===== config.mk =====
export PLATFORM = sky130hd
export DESIGN_NAME = pipeline_hazard_controller
export DESIGN_NICKNAME = d
export VERILOG_FILES = /design/src/rtl/pipeline_hazard_controller_pkg.sv /design/src/rtl/pipeline_hazard_controller_reg_scoreboard.sv /design/src/rtl/pipeline_hazard_controller.sv
export SDC_FILE = /design/constraint.sdc
export NUM_CORES = 1
export LEC_CHECK = 0
export CORE_MARGIN = 1
export CORE_UTILIZATION = 42
export DETAILED_ROUTE_END_ITERATION = 6
export PLACE_DENSITY = 0.69
export SLEW_MARGIN = 20
export SYNTH_ARGS = -nofsm -noshare
export SYNTH_HDL_FRONTEND = slang
export SYNTH_HIERARCHICAL = 1
export SYNTH_SLANG_ARGS = --single-unit

===== constraint.sdc =====
create_clock -name clk -period 5.4 [get_ports clk]
set_input_delay 0.54 -clock clk [delete_from_list [all_inputs] [get_ports clk]]
set_output_delay 0.54 -clock clk [all_outputs]
set_load 0.02 [all_outputs]

===== src/rtl/pipeline_hazard_controller_pkg.sv =====
// rtl/pipeline_hazard_controller_pkg.sv - shared widths and FSM state type for the hazard controller
package pipeline_hazard_controller_pkg;

    localparam int REGISTER_WIDTH = 32;
    localparam int REG_ADDR_WIDTH = 5;
    localparam int NUM_REGS       = 32;

    typedef enum logic {
        HZ_RUN,
        HZ_FLUSH
    } hazard_state_t;

endpackage


===== src/rtl/pipeline_hazard_controller_reg_scoreboard.sv =====
// rtl/pipeline_hazard_controller_reg_scoreboard.sv - per-register in-flight write counters with sticky underflow
module pipeline_hazard_controller_reg_scoreboard
    import pipeline_hazard_controller_pkg::*;
#(
    parameter int CNT_WIDTH = 2
) (
    input  logic                      clk,
    input  logic                      rst_n,
    input  logic                      inc_en_i,
    input  logic [REG_ADDR_WIDTH-1:0] inc_rd_i,
    input  logic                      dec_en_i,
    input  logic [REG_ADDR_WIDTH-1:0] dec_rd_i,
    input  logic [REG_ADDR_WIDTH-1:0] rs1_i,
    input  logic [REG_ADDR_WIDTH-1:0] rs2_i,
    input  logic [REG_ADDR_WIDTH-1:0] rd_i,
    output logic [CNT_WIDTH-1:0]      rs1_cnt_o,
    output logic [CNT_WIDTH-1:0]      rs2_cnt_o,
    output logic [CNT_WIDTH-1:0]      rd_cnt_o,
    output logic                      underflow_o
);

    logic [CNT_WIDTH-1:0] cnt_q [NUM_REGS];
    logic [CNT_WIDTH-1:0] cnt_d [NUM_REGS];
    logic                 underflow_q;
    logic                 underflow_d;
    logic                 inc;
    logic                 dec;

    assign inc = inc_en_i & (inc_rd_i != '0);
    assign dec = dec_en_i & (dec_rd_i != '0);

    always_comb begin
        cnt_d       = cnt_q;
        underflow_d = underflow_q;
        if (dec && cnt_q[dec_rd_i] == '0) begin
            underflow_d = 1'b1;
        end
        // An issue and a retire on the same register cancel out.
        if (!(inc && dec && inc_rd_i == dec_rd_i)) begin
            if (inc) begin
                cnt_d[inc_rd_i] = cnt_q[inc_rd_i] + CNT_WIDTH'(1);
            end
            if (dec && cnt_q[dec_rd_i] != '0) begin
                cnt_d[dec_rd_i] = cnt_q[dec_rd_i] - CNT_WIDTH'(1);
            end
        end
        cnt_d[0] = '0;
    end

    always_ff @(posedge clk or negedge rst_n) begin
        if (!rst_n) begin
            for (int i = 0; i < NUM_REGS; i++) begin
                cnt_q[i] <= '0;
            end
            underflow_q <= 1'b0;
        end else begin
            cnt_q       <= cnt_d;
            underflow_q <= underflow_d;
        end
    end

    assign rs1_cnt_o   = cnt_q[rs1_i];
    assign rs2_cnt_o   = cnt_q[rs2_i];
    assign rd_cnt_o    = cnt_q[rd_i];
    assign underflow_o = underflow_q;

endmodule


===== src/rtl/pipeline_hazard_controller.sv =====
// rtl/pipeline_hazard_controller.sv - issue gating, branch redirect and flush sequencing (optional PIPELINE_HAZARD_PERF_EN counters)
module pipeline_hazard_controller
    import pipeline_hazard_controller_pkg::*;
#(
    parameter int CNT_WIDTH    = 2,
    parameter int FLUSH_CYCLES = 2
) (
    input  logic                      clk,
    input  logic                      rst_n,
    input  logic                      issue_valid_i,
    input  logic [REG_ADDR_WIDTH-1:0] issue_rs1_i,
    input  logic                      issue_rs1_used_i,
    input  logic [REG_ADDR_WIDTH-1:0] issue_rs2_i,
    input  logic                      issue_rs2_used_i,
    input  logic [REG_ADDR_WIDTH-1:0] issue_rd_i,
    input  logic                      issue_rd_we_i,
    input  logic                      downstream_ready_i,
    output logic                      issue_ready_o,
    input  logic                      ex_valid_i,
    input  logic                      branch_taken_i,
    input  logic [REGISTER_WIDTH-1:0] branch_target_i,
    input  logic                      wb_valid_i,
    input  logic                      wb_we_i,
    input  logic [REG_ADDR_WIDTH-1:0] wb_rd_i,
    output logic                      redirect_valid_o,
    output logic [REGISTER_WIDTH-1:0] redirect_target_o,
    output logic                      flush_o,
    output logic                      sb_underflow_o
`ifdef PIPELINE_HAZARD_PERF_EN
    ,
    output logic [31:0]               stall_count_o,
    output logic [31:0]               flush_count_o
`endif
);

    localparam int FCW = (FLUSH_CYCLES > 1) ? $clog2(FLUSH_CYCLES) : 1;
    localparam logic [CNT_WIDTH-1:0] CNT_MAX = {CNT_WIDTH{1'b1}};

    hazard_state_t             state_q, state_d;
    logic [FCW-1:0]            fcnt_q, fcnt_d;
    logic                      redirect_q, redirect_d;
    logic [REGISTER_WIDTH-1:0] target_q, target_d;

    logic [CNT_WIDTH-1:0] rs1_cnt, rs2_cnt, rd_cnt;
    logic                 hazard;
    logic                 branch;
    logic                 fire;

    assign branch = ex_valid_i & branch_taken_i;
    assign hazard = (issue_rs1_used_i & (issue_rs1_i != '0) & (rs1_cnt != '0))
                  | (issue_rs2_used_i & (issue_rs2_i != '0) & (rs2_cnt != '0))
                  | (issue_rd_we_i    & (issue_rd_i  != '0) & (rd_cnt == CNT_MAX));

    assign issue_ready_o = rst_n & (state_q == HZ_RUN) & downstream_ready_i & ~hazard & ~branch;
    assign fire          = issue_valid_i & issue_ready_o;

    pipeline_hazard_controller_reg_scoreboard #(
        .CNT_WIDTH(CNT_WIDTH)
    ) u_scoreboard (
        .clk        (clk),
        .rst_n      (rst_n),
        .inc_en_i   (fire & issue_rd_we_i),
        .inc_rd_i   (issue_rd_i),
        .dec_en_i   (wb_valid_i & wb_we_i),
        .dec_rd_i   (wb_rd_i),
        .rs1_i      (issue_rs1_i),
        .rs2_i      (issue_rs2_i),
        .rd_i       (issue_rd_i),
        .rs1_cnt_o  (rs1_cnt),
        .rs2_cnt_o  (rs2_cnt),
        .rd_cnt_o   (rd_cnt),
        .underflow_o(sb_underflow_o)
    );

    always_comb begin
        state_d    = state_q;
        fcnt_d     = fcnt_q;
        redirect_d = 1'b0;
        target_d   = target_q;
        case (state_q)
            HZ_RUN: begin
                if (branch) begin
                    state_d    = HZ_FLUSH;
                    fcnt_d     = FCW'(FLUSH_CYCLES - 1);
                    redirect_d = 1'b1;
                    target_d   = branch_target_i;
                end
            end
            HZ_FLUSH: begin
                // Branches seen here belong to squashed instructions.
                if (fcnt_q == '0) begin
                    state_d = HZ_RUN;
                end else begin
                    fcnt_d = fcnt_q - FCW'(1);
                end
            end
            default: state_d = HZ_RUN;
        endcase
    end

    always_ff @(posedge clk or negedge rst_n) begin
        if (!rst_n) begin
            state_q    <= HZ_RUN;
            fcnt_q     <= '0;
            redirect_q <= 1'b0;
            target_q   <= '0;
        end else begin
            state_q    <= state_d;
            fcnt_q     <= fcnt_d;
            redirect_q <= redirect_d;
            target_q   <= target_d;
        end
    end

    assign redirect_valid_o  = redirect_q;
    assign redirect_target_o = target_q;
    assign flush_o           = (state_q == HZ_FLUSH);

`ifdef PIPELINE_HAZARD_PERF_EN
    logic [31:0] stall_cnt_q;
    logic [31:0] flush_cnt_q;

    always_ff @(posedge clk or negedge rst_n) begin
        if (!rst_n) begin
            stall_cnt_q <= '0;
            flush_cnt_q <= '0;
        end else begin
            if (issue_valid_i && hazard) begin
                stall_cnt_q <= stall_cnt_q + 32'd1;
            end
            if (redirect_d) begin
                flush_cnt_q <= flush_cnt_q + 32'd1;
            end
        end
    end

    assign stall_count_o = stall_cnt_q;
    assign flush_count_o = flush_cnt_q;
`endif

endmodule


# After elaboration in Yosys (flattened, before gate mapping)
# Index checks and enable logic that the tools add are counted.
word_totals:
  register_bits: 98
  wordCells: 116
  output_inout_bits: 36
  in_bits: 63
classes:
  n_mux: 28
  magnitude_cmp: 6
  n_bitwise: 25
  n_reduce_logical: 15
  n_addsub: 3
  n_eq_ne: 3
op_table:
  columns: ["cell", "count"]
  rows:
  - ["64-bit bitwise mux", 2]
  - ["64-bit 2-to-1 mux", 2]
  - ["62-bit 2-to-1 mux", 1]
  - ["2-bit binary-select mux with 5-bit select", 4]
  - ["6-bit greater-or-equal comparator, second input constant", 4]
  - ["5-bit NOT with 6-bit output", 4]
  - ["2-bit demux with 5-bit select", 2]
  - ["2-bit 2-to-1 mux", 10]
  - ["5-bit nonzero test", 4]
  - ["1-bit bitwise AND", 16]
  - ["6-bit by 1-bit < comparator with 1-bit output, second input constant", 2]
  - ["1-bit logical AND", 6]
  - ["2-bit nonzero test", 3]
  - ["5-bit == test", 1]
  - ["1-bit 2-to-1 mux", 5]
  - ["1-bit one-hot mux with 2 select lines", 2]
  - ["1-bit NOT", 3]
  - ["2-bit by 1-bit adder with 2-bit output, second input constant", 1]
  - ["2-bit == test, second input constant", 1]
  - ["2-bit logical NOT", 1]
  - ["2-bit != test, second input constant", 1]
  - ["1-bit bitwise OR", 2]
  - ["2-bit AND reduction", 1]
  - ["2-bit by 1-bit subtractor with 2-bit output, second input constant", 1]
  - ["1-bit subtractor, second input constant", 1]

# Depth between registers and ports, before layout
# Gate-level depths: netlist (run 1).
logic_depth:
  ltp_word: 19
  mapped_depth: 17
  depth_no_buf: 13

# Modules after synthesis
# Netlist (run 1), hierarchy kept.
by_module_without_submodules:
  columns: ["module", "area_per_inst_um2", "seq_area_each_um2", "n_inst", "cells_per_inst"]
  rows:
  - ["pipeline_hazard_controller_reg_scoreboard", 6125.9, 1576.5, 1, 593]
  - ["pipeline_hazard_controller", 1397.6, 875.8, 1, 93]

# Least setup slack after synthesis (run 1)
# Ideal clock, no wire load.
synth_path:
  kind: "input port to flip-flop"
  startpoint: "input port issue_rs1_i[0]"
  endpoint: "register u_scoreboard/cnt_q[1] (netlist bit)"
  required_time_ns: 5.289
  setup_ns: 0.111
  arrival_time_ns: 4.445
  path_stages: 16
  slack_ns: 0.844
  path_buffers: 5
  path_cell_list: "clkbuf_1 -> buf_2 -> mux4_2 -> mux4_2 -> mux2_2 -> o21ai_0 -> a21oi_1 -> nor4_1 -> clkbuf_1 -> and2_1 -> nand4_1 -> nand2b_1 -> clkbuf_1 -> clkbuf_1 -> nor3_1 -> a222oi_1"
synth_via:
  elab_chain_len: 18
  word_cells_on_any_way: 22
  classes_between: "7 x mux; 11 x bitwise; 4 x reduce/logical"
synth_lines:
  columns: ["element", "line_no", "rtl"]
  rows:
  - ["start: declaration", "pipeline_hazard_controller.sv:11", "input logic [REG_ADDR_WIDTH-1:0] issue_rs1_i,"]
  - ["5-bit NOT with 6-bit output (not written as such) (*)", "pipeline_hazard_controller_reg_scoreboard.sv:62", "assign rs1_cnt_o = cnt_q[rs1_i];"]
  - ["2-bit binary-select mux with 5-bit select (*)", "pipeline_hazard_controller_reg_scoreboard.sv:62", null]
  - ["2-bit 2-to-1 mux (not written as such) (*) (2 in a row)", "pipeline_hazard_controller_reg_scoreboard.sv:62", null]
  - ["named net rs1_cnt[1]", "pipeline_hazard_controller.sv:44", "logic [CNT_WIDTH-1:0] rs1_cnt, rs2_cnt, rd_cnt;"]
  - ["2-bit nonzero test (*)", "pipeline_hazard_controller.sv:50", "assign hazard = (issue_rs1_used_i & (issue_rs1_i != '0) & (rs1_cnt != '0))"]
  - ["1-bit bitwise AND (*)", "pipeline_hazard_controller.sv:50", null]
  - ["1-bit bitwise OR (*)", "pipeline_hazard_controller.sv:51", "| (issue_rs2_used_i & (issue_rs2_i != '0) & (rs2_cnt != '0))"]
  - ["1-bit bitwise OR (*)", "pipeline_hazard_controller.sv:52", "| (issue_rd_we_i & (issue_rd_i != '0) & (rd_cnt == CNT_MAX));"]
  - ["1-bit NOT (*)", "pipeline_hazard_controller.sv:54", "assign issue_ready_o = rst_n & (state_q == HZ_RUN) & downstream_ready_i & ~hazard & ~branch;"]
  - ["1-bit bitwise AND (*) (2 in a row)", "pipeline_hazard_controller.sv:54", null]
  - ["1-bit bitwise AND (*)", "pipeline_hazard_controller.sv:55", "assign fire = issue_valid_i & issue_ready_o;"]
  - ["1-bit bitwise AND (*)", "pipeline_hazard_controller.sv:62", ".inc_en_i (fire & issue_rd_we_i),"]
  - ["1-bit bitwise AND (*)", "pipeline_hazard_controller_reg_scoreboard.sv:29", "assign inc = inc_en_i & (inc_rd_i != '0);"]
  - ["64-bit 2-to-1 mux", "pipeline_hazard_controller_reg_scoreboard.sv:40", "if (inc) begin"]
  - ["64-bit 2-to-1 mux", "pipeline_hazard_controller_reg_scoreboard.sv:39", "if (!(inc && dec && inc_rd_i == dec_rd_i)) begin"]
  - ["64-bit bitwise mux", "pipeline_hazard_controller_reg_scoreboard.sv:44", "cnt_d[dec_rd_i] = cnt_q[dec_rd_i] - CNT_WIDTH'(1);"]
  - ["62-bit 2-to-1 mux", "pipeline_hazard_controller_reg_scoreboard.sv:43", "if (dec && cnt_q[dec_rd_i] != '0) begin"]
  - ["end signal: assignment", "pipeline_hazard_controller_reg_scoreboard.sv:57", "cnt_q <= cnt_d;"]
  - ["end: declaration", "pipeline_hazard_controller_reg_scoreboard.sv:22", "logic [CNT_WIDTH-1:0] cnt_q [NUM_REGS];"]
# Mark *: on every way through the listed nets, which the timed path passes. The rest lies on a longest branch. The select of a mux whose other input is x is not followed.
# A chain may end at the register's enable or synchronous reset.

# Final worst setup path (run 1)
layout_path:
  startpoint: "input port issue_rs2_i[1]"
  endpoint: "register u_scoreboard/cnt_q[33] (netlist bit)"
layout_via:
  elab_chain_len: 18
  word_cells_on_any_way: 22
  classes_between: "7 x mux; 11 x bitwise; 4 x reduce/logical"
layout_lines:
  columns: ["element", "line_no", "rtl"]
  rows:
  - ["start: declaration", "pipeline_hazard_controller.sv:13", "input logic [REG_ADDR_WIDTH-1:0] issue_rs2_i,"]
  - ["5-bit NOT with 6-bit output (not written as such) (*)", "pipeline_hazard_controller_reg_scoreboard.sv:63", "assign rs2_cnt_o = cnt_q[rs2_i];"]
  - ["2-bit binary-select mux with 5-bit select (*)", "pipeline_hazard_controller_reg_scoreboard.sv:63", null]
  - ["2-bit 2-to-1 mux (not written as such) (*) (2 in a row)", "pipeline_hazard_controller_reg_scoreboard.sv:63", null]
  - ["named net rs2_cnt[0]", "pipeline_hazard_controller.sv:44", null]
  - ["2-bit nonzero test (*)", "pipeline_hazard_controller.sv:51", null]
  - ["1-bit bitwise AND (*)", "pipeline_hazard_controller.sv:51", null]
  - ["1-bit bitwise OR (*)", "pipeline_hazard_controller.sv:51", null]
  - ["1-bit bitwise OR (*)", "pipeline_hazard_controller.sv:52", null]
  - ["1-bit NOT (*)", "pipeline_hazard_controller.sv:54", null]
  - ["1-bit bitwise AND (*) (2 in a row)", "pipeline_hazard_controller.sv:54", null]
  - ["1-bit bitwise AND (*)", "pipeline_hazard_controller.sv:55", null]
  - ["1-bit bitwise AND (*)", "pipeline_hazard_controller.sv:62", null]
  - ["1-bit bitwise AND (*)", "pipeline_hazard_controller_reg_scoreboard.sv:29", null]
  - ["64-bit 2-to-1 mux", "pipeline_hazard_controller_reg_scoreboard.sv:40", null]
  - ["64-bit 2-to-1 mux", "pipeline_hazard_controller_reg_scoreboard.sv:39", null]
  - ["64-bit bitwise mux", "pipeline_hazard_controller_reg_scoreboard.sv:44", null]
  - ["62-bit 2-to-1 mux", "pipeline_hazard_controller_reg_scoreboard.sv:43", null]
# Marked as above.

==> impl_results.md, run 1 <==
- Die area: approximately 18000 µm²
- DRT Wirelength: roughly 26 mm
- Failing checks: DRC
- IO Port Bufs: 98
- CTS H-Tree Depth: 3
- Setup Skew: 6.80 ps
- Clock buffer depth: 2
- Starting density of the core: 43.2%
- Highest clock rate: roughly 0.2 GHz
- Total Routing Usage GR: 29.1%
- Post-synth top area share: between 30 and 40%
- Pre-CTS setup slack: 165 ps
- DRC: 3
- Tightest Pin Transition: 1070 ps
- Final critical-path share of the clock period: between 90% and 100%
- Setup TNS: 0 ps
- Chip height: between 100 and 150 µm
- Crit Path Class: input port to flop
- CTS Hold Buffers Added: 0
- WL/cell: 26.8 µm
- RD Place Congestion: ~1
- Yosys warns: 6
- Vias: slightly below 7k
- Post-synth EDFFs: 0
- Antenna fix cells: 0
- Worst Hold Class: input port to async pin
- Vias in the first global route: between 6k and 7k
- Synth Area per Inst: about 11 µm²
- First-pass GRT wire length: 39.5 mm
- Register bit total from synthesis: 98
- CTS buffer count: 9
- Post-CTS sizing: 0
- Clk_lat worst skew: between 300 and 400 ps
- Crit path max fanout: 30
- Synth top area cells: dfrtp_1 33%, mux4_2 22%, mux2_2 6.4%
- Outcome: finished with violations
- CTS sink cnt: roughly 100
- Mapped Cells: 686
- Worst EP arrival: a little over 5000 ps
- Number of fill cells in the layout: approximately 1.5k
- Antenna viol nets, final: 0
- Synth top cells by count: 98 x dfrtp_1, 72 x mux4_2, 69 x nor2_1, 47 x inv_1, 43 x mux2_2
- Post-synth top flop: dfrtp_1
- Worst hold slack: between 100 and 150 ps
- Smallest setup slack after layout: approximately 530 ps
- FFs w/ async S/R, synth: 100%
- Slew Viols, Final: 0
- Area Growth Syn to Fin: 18.0%
- Inst Count DP: 963
- Pwr Density: about 310 nW/µm²
- Setup violations, final: 0
- Die Width: 136 µm
- Post-CTS setup buffer count: 0
- Reg clk slew, reported paths: around 70 ps
- DRT iter0 DRCs: approximately 940
- CP Capture Type: flop
- Core area: 17400 µm²
- Rel. slew slack: 28.2%
- Netlist cell types: 54
- Yosys top cell by area: dfrtp_1
- # IOs: 99
- Max-cap violations: 0
- Initial antenna violation count: 0
- Sequential area share after synthesis: 32.6%
- Vias per cell: just over 7
- Nets: 813
- Final hold violations: 0
- CTS root buf: clkbuf_16
- Reg-to-reg slack, setup: about 1100 ps
- Largest net degree at the start of global routing: 65
- Worst vdd ir: approximately 0.00018 V
- Tot Pwr: 2.78 mW
- Pleak: 3.37 nW
- CTS tree: yes
- First-pass DRT Iterations: 7
- DP Wirelength: 18.3 mm
- Most frequent cell after synthesis: dfrtp_1
- Crit start category: input port
- RSZ-0062 raised after global routing: no
- Non-filler cells, final: 979
- Mapped cell area: ~7500 µm²
- Fraction of layout cells with a size suffix above 1: ~22%
- Req. time, crit path: roughly 5600 ps
- GR Overflow Total: 0
- Crit path time final: about 4900 ps
- Synthesized net count: 750
- Row Count: 48
==> per-layer routing <==
metal	share of wire [%]	routed length, µm	global-route usage [%]	up-vias
li1	-	-	-	2853
met1	37	9760	37.9	3385
met2	45	11800	43.8	583
met3	14	3560	9.92	106
met4	4.3	1130	12.7	0
met5	0	0	0	-
==> logic make-up (layout without fill, tap and decap cells) <==
family	count (synthesis)	in the layout	share of synthesized area, %
simple gates	202	202	14.2
mux	135	135	31.8
compound gates	133	133	13.7
buf+inv	112	180	6.97
flops	98	98	32.6
xor+xnor	5	5	0.582
fa+ha+maj	1	1	0.166
==> sequential cells by signal, summed over array words and instances, names as in the netlist <==
signal and count:
flush_o 1, u_scoreboard/underflow_o 1, fcnt_q 1, redirect_valid_o 1, u_scoreboard/cnt_q 62, redirect_target_o 32
==> critical path: stages <==
cell	delay (ps)
clkdlybuf4s50_1	800
mux2_2	400
a22o_1	230
mux4_2	470
mux2_2	290
o21ai_0	150
a21oi_1	70
nor4_1	510
and2_1	220
nand4_1	120
buf_4	260
nand2b_1	380
buf_4	280
nor3_1	90
a222oi_1	310
==> worst paths after layout <==
check,from,endpoint,depth (start not counted)
worst max-delay path,issue_rs2_i[1],u_scoreboard/cnt_q[33],15
worst min-delay path,rst_n,redirect_target_o[7],1
worst max register to register,u_scoreboard/cnt_q[2],u_scoreboard/cnt_q[33],13
worst min register to register,u_scoreboard/underflow_o,u_scoreboard/underflow_o,1
max in group asynchronous,rst_n,u_scoreboard/cnt_q[20],2
min in group clk,u_scoreboard/underflow_o,u_scoreboard/underflow_o,1
==> stage by stage <==
step / util (%) / cell area, µm²
CTS: 51.0 / 8870
finish: 51.0 / 8880
detailed placement: 49.2 / 8580
global placement: 49.2 / 8580
global route: 51.0 / 8880
floorplan: - / 7520
==> cell type report <==
| class | instances | area [µm²] | area share [%] |
|---|---|---|---|
| clock inverter | 7 | 73.8 | 0.832 |
| tap | 225 | 282 | 3.17 |
| timing repair buffer | 117 | 1110 | 12.5 |
| multi-input combinational | 476 | 4560 | 51.3 |
| inverter | 47 | 176 | 1.99 |
| clock buffer | 9 | 225 | 2.54 |
| sequential | 98 | 2450 | 27.6 |
==> layout by cell type, fill, tap and decap left out, types with 13 or more instances in the layout <==
cell type        Yosys  final
o21ai_0             37     37
a222oi_1            36     36
mux2_2              43     43
mux4_2              72     72
nand2_1             13     13
nor3_1              32     32
buf_4                3     20
nor4_1              28     28
inv_1               47     47
clkdlybuf4s50_1      0     95
a221o_1             23     23
nor2_1              69     69
dfrtp_1             98     98
==> power by group <==
part	internal (mW)	leakage (nW)	switching (mW)
logic	0.546	2.11	0.454
registers	0.887	1.11	0.257
clock network	0.326	0.146	0.309
total	1.76	3.37	1.02
(Power assumes the default switching activity.)
==> run 2: changes to the inputs <==
- PLACE_DENSITY: 0.69 -> default
- PLACE_DENSITY_LB_ADDON: default -> 0.3
==> run 2 against run 1 <==
  * The flow still finishes with violations (DRC)
  * First-iteration DRC count is 13% higher
  * Flip-flop and latch count unchanged
  * Clock skew is 1.4 ps higher
  * Sequential power hardly changed
  * Core utilization up 0.29 points
  * Largest cell class unchanged
  * Final cell count grew 0.41%
  * Largest power group unchanged
  * Combinational power about the same
  * Count of clock-buffer cells in the layout stayed put
  * Cell area is 0.56% higher
  * Global-route usage grew 0.82 points
  * Setup slack gained 290 ps
==> impl_results.md, run 2 (same netlist as run 1, synthesis figures left out) <==
- Outcome: finished with violations
- Failing checks: DRC
- Slew Viols, Final: 0
- CTS tree: yes
- DP Wirelength: between 15 and 20 mm
- CTS H-Tree Depth: 3
- Max FFs per register: slightly above 60
- Total Routing Usage GR: ~30%
- CTS buffer count: 9
- Most common cell after layout, fill and taps aside: dfrtp_1
- GR Overflow Total: 0
- Starting density of the core: a little over two fifths
- Max-cap violations: 0
- Vias: approximately 6.9k
- RSZ-0062 raised after global routing: no
- Antenna viol nets, final: 0
- Clk_lat worst skew: ~360 ps
- Worst EP arrival: between 4000 and 5000 ps
- Post-CTS sizing: 0
- Crit path max fanout: 19
- Crit path from: issue_rs1_i[0]
- RD Place Congestion: 1.02
- DRT iter0 DRCs: between 1k and 1.5k
- Crit Path Class: input port to flop
- # IOs: 99
- Most flop-heavy register: u_scoreboard/cnt_q
- CTS sink cnt: 98
- Core area: 17400 µm²
- Area Growth Syn to Fin: 18.6%
- Area of placed instances: 8630 µm²
- WL/cell: between 20 and 30 µm
- Vias in the first global route: 6972
- Crit start category: input port
- CP Capture Type: flop
- Largest net degree at the start of global routing: 56
- Worst hold slack: 163 ps
- Antenna fix cells: 0
- Vias per cell: around 7.0
- Crit path time final: between 4000 and 5000 ps
- Fraction of layout cells with a size suffix above 1: between 20% and 30%
- Design area: 8930 µm²
- IO Port Bufs: a little under 100
- First-pass DRT Iterations: 7
- Row Count: 48
- Post-CTS setup buffer count: 0
- Reg2reg start: u_scoreboard/cnt_q[26]
- Chip height: roughly 140 µm
- Highest clock rate: approximately 0.22 GHz
- Setup TNS: 0 ps
- Non-filler cells, final: 983
- Inst Count DP: about 970
- Final hold violations: 0
- CTS Hold Buffers Added: 0
- Pleak: 3.40 nW
- Pwr Density: roughly 310 nW/µm²
- Worst vdd ir: approximately 0.00017 V
- Die Width: 136 µm
- Req. time, crit path: roughly 5600 ps
- DRC: 16
- Most frequent cells in the layout: 98 x dfrtp_1, 95 x clkdlybuf4s50_1, 72 x mux4_2
- Tightest Pin Transition: about 900 ps
- Rel. slew slack: 39.9%
- Setup Skew: slightly above 8 ps
- Die area: 18500 µm²
- CTS root buf: clkbuf_16
- DRT Wirelength: around 27 mm
- Clock buffer depth: 2
- Final critical-path share of the clock period: 84.8%
- First-pass GRT wire length: 40.7 mm
- Setup violations, final: 0
- Nets: 817
- Reg clk slew, reported paths: roughly 70 ps
- Number of fill cells in the layout: between 1.5k and 2k
- Initial antenna violation count: 0
- Worst Hold Class: input port to async pin
run 2: changes by cell type in the layout (fill, tap and decap cells not counted):
cell,before,now
inv_6,0,2
clkinvlp_4,0,1
buf_12,0,2
buf_4,20,22
clkinv_4,4,0
clkinv_2,0,1
run 2: path summary, 6_finish.rpt:
path	to	depth (start not counted)	slack [ps]
worst max-delay path	u_scoreboard/cnt_q[15]	15	820
worst min-delay path	redirect_target_o[20]	1	160
worst max register to register	u_scoreboard/cnt_q[15]	13	1270
worst min register to register	flush_o	1	480
max in group asynchronous	u_scoreboard/cnt_q[20]	2	4090
min in group clk	flush_o	1	480
run 2: worst max-delay path, cell delays in order:
cell and delay, ps:
clkdlybuf4s50_1 460, buf_4 290, mux4_2 540, mux4_2 480, mux2_2 280, o21ai_0 150, a21oi_1 80, nor4_1 300
buf_4 220, and2_1 130, nand4_1 200, buf_4 250, nand3_1 390, nor3_1 150, a222oi_1 340
run 2: cell type report:
cell class                 count  area (µm²)  area share, %
clock inverter                 7        68.8          0.771
inverter                      47         176           1.98
clock buffer                   9         225           2.52
multi-input combinational    476        4560           51.0
tap                          225         282           3.15
timing repair buffer         121        1170           13.1
sequential                    98        2450           27.5
run 2: power by group:
part	internal, mW	total, mW	switching (mW)
registers	0.887	1.15	0.259
logic	0.546	1.00	0.455
clock network	0.326	0.648	0.322
run 2: per-layer routing:
layer  part of all wire [%]  routed length, µm  GRT usage [%]  up-vias
met5                      0                  0              0        -
met4                    3.5                918           12.2        0
met3                     13               3390           8.80       84
met2                     46              12200           46.4      554
met1                     38              10000           39.1     3372
li1                       -                  -              -     2862
run 2: through the flow:
stage	util, %	power [mW]	setup WS (ps)
after detailed placement	49.6	2.13	513
after global routing	51.2	2.90	591
after CTS	51.2	2.78	856
after floorplan	-	1.68	844
after global placement	49.6	2.09	508
final	51.2	2.79	820
==> run 3: changes to the inputs <==
- clock period: 5.4 -> 4.55 ns (I/O delays scaled with it)
==> run 3 against run 2 <==
  * The run now ends clean
  * Clock power increased by 28%
  * Final cell count increased by 1.0%
  * Sequential share of layout area decreased by 0.53 points
  * First-iteration DRC count increased by 3.4%
==> impl_results.md, run 3 (same netlist as run 1, synthesis figures left out) <==
- Outcome: complete, no violations
- Nets: a little over 800
- Post-CTS sizing: 0
- Setup violations, final: 0
- Post-CTS setup buffer count: 0
- Tightest Pin Transition: a little under 900 ps
- Row Count: 48
- FF-to-FF End: u_scoreboard/cnt_q[15]
- Clock buffer depth: 2
- CTS Hold Buffers Added: 0
- Final critical-path share of the clock period: around 94%
- Reg2reg start: u_scoreboard/cnt_q[25]
- Total Routing Usage GR: between 20 and 30%
- Crit path max fanout: 19
- Worst EP arrival: 3820 ps
- Top cell family by delay on the critical path: buffers and inverters
- Highest clock rate: approximately 0.23 GHz
- Reg clk slew, reported paths: about 70 ps
- Area Growth Syn to Fin: 21.0%
- Max FFs per register: 62
- GR Overflow Total: 0
- # IOs: 99
- Number of fill cells in the layout: roughly 1.5k
- Buf/Inv on CP: 3
- Max-cap violations: 0
- Most flop-heavy register: u_scoreboard/cnt_q
- Initial antenna violation count: 1
- Slew Viols, Final: 0
- RSZ-0062 raised after global routing: no
- CTS sink cnt: 98
- CP Capture Type: primary output
- Clk_lat worst skew: approximately 360 ps
- CTS H-Tree Depth: 3
- WL/cell: between 20 and 30 µm
- Most common cell after layout, fill and taps aside: dfrtp_1
- Fin util: around 52%
- Non-filler cells, final: slightly below 1k
- Crit path cell chain: clkdlybuf4s50_1, buf_12, mux4_2, mux4_2, mux2_2, o21ai_0, a21oi_1, nor4_1, clkdlybuf4s50_1
- Rel. slew slack: around two fifths
- CTS root buf: clkbuf_16
- Pwr Density: approximately 370 nW/µm²
- CP max-delay cell: clkdlybuf4s50_1
- Final hold violations: 0
- DRT iter0 DRCs: 1093
- Vias: about 7k
- Reg-to-reg slack, setup: ~570 ps
- DP Wirelength: around 18 mm
- RD Place Congestion: between 1 and 1.5
- IO Port Bufs: 98
- Setup TNS: 0 ps
- Inst Count DP: 977
- Die area: 18500 µm²
- Max incr delay on CP: a little under 700 ps
- Die Width: 136 µm
- Crit path time final: approximately 4300 ps
- Req. time, crit path: a little over 4000 ps
- Core area: roughly 17000 µm²
- CTS tree: yes
- Worst vdd ir: between 0.00015 and 0.0002 V
- Antenna viol nets, final: 0
- Crit Path Class: input port to primary output
- Setup Skew: slightly below 10 ps
- FF/Latch Area: 2450 µm²
- Most frequent cells in the layout: 98 x dfrtp_1, 95 x clkdlybuf4s50_1, 72 x mux4_2
- Vias in the first global route: about 7.0k
- Pleak: 3.48 nW
- Vias per cell: about 7
- Reg2Reg Depth: 13
- First-pass DRT Iterations: 6
- First-pass GRT wire length: 39.7 mm
- Largest net degree at the start of global routing: 56
- DRT Wirelength: about 26 mm
- CTS buffer count: 9
- DRC: 0
- Antenna fix cells: 0
- Starting density of the core: a little over two fifths
- Multi-input gate area: approximately 4600 µm²
- Crit start category: input port
- Fraction of layout cells with a size suffix above 1: a little under a quarter
- Worst Hold Class: input port to async pin
- Chip height: 136 µm
-- run 3: changes by cell type in the layout (fill, tap and decap cells not counted), sizes merged --
| cell | delta |
|---|---|
| buf | +10 |
| bufinv | +1 |
| clkinv | -1 |
-- run 3: metrics by stage --
step                hold slack, ps  setup WS [ps]  instance area, µm²  power, mW
global placement               465           88.2                8780       2.50
detailed placement             469           20.5                8780       2.54
floorplan                      159           79.0                7520       1.99
finish                        80.2            272                9100       3.39
CTS                           91.9            324                9100       3.37
global route                   130            187                9100       3.52
-- run 3: worst register-to-register path, delay by kind of cell, from the launching register on --
family / cells / cell delay (ps)
compound gates: 3 / 640
mux: 3 / 1310
flops: 1 / 520
buf+inv: 2 / 420
simple gates: 5 / 980
-- run 3: cell type report --
| cell class | count | share of cell area [%] |
|---|---|---|
| Clock buffer | 9 | 2.47 |
| Clock inverter | 7 | 1.03 |
| Inverter | 47 | 1.94 |
| Multi-Input combinational cell | 476 | 50.0 |
| Sequential cell | 98 | 26.9 |
| Tap cell | 225 | 3.09 |
| Timing Repair Buffer | 131 | 14.5 |
-- run 3: how the worst max path moves through the flow --
| stage | depth (start not counted) | end | start |
|---|---|---|---|
| 2_1_floorplan | 16 | u_scoreboard/cnt_q[1] | issue_rs1_i[0] |
| 3_3_place_gp | 15 | u_scoreboard/cnt_q[23] | issue_rs1_i[0] |
| 3_5_place_dp | 15 | u_scoreboard/cnt_q[23] | issue_rs1_i[0] |
| 4_1_cts | 9 | issue_ready_o | issue_rs1_i[0] |
| 5_1_grt | 15 | u_scoreboard/cnt_q[31] | issue_rs1_i[0] |
| 6_report | 9 | issue_ready_o | issue_rs1_i[0] |
-- run 3: layer usage --
layer	routed length (µm)	vias up	GRT usage [%]
met5	11	-	0
met4	1180	2	14.2
met3	3520	113	8.65
met2	11900	582	44.8
met1	9360	3445	36.8
li1	-	2888	-
-- run 3: power by group --
| part | switching (mW) | total, mW | internal, mW | leakage, nW |
|---|---|---|---|---|
| Sequential | 0.296 | 1.35 | 1.05 | 1.11 |
| Clock | 0.387 | 0.830 | 0.443 | 0.153 |
| Combinational | 0.548 | 1.22 | 0.669 | 2.22 |
| Total | 1.23 | 3.39 | 2.16 | 3.48 |
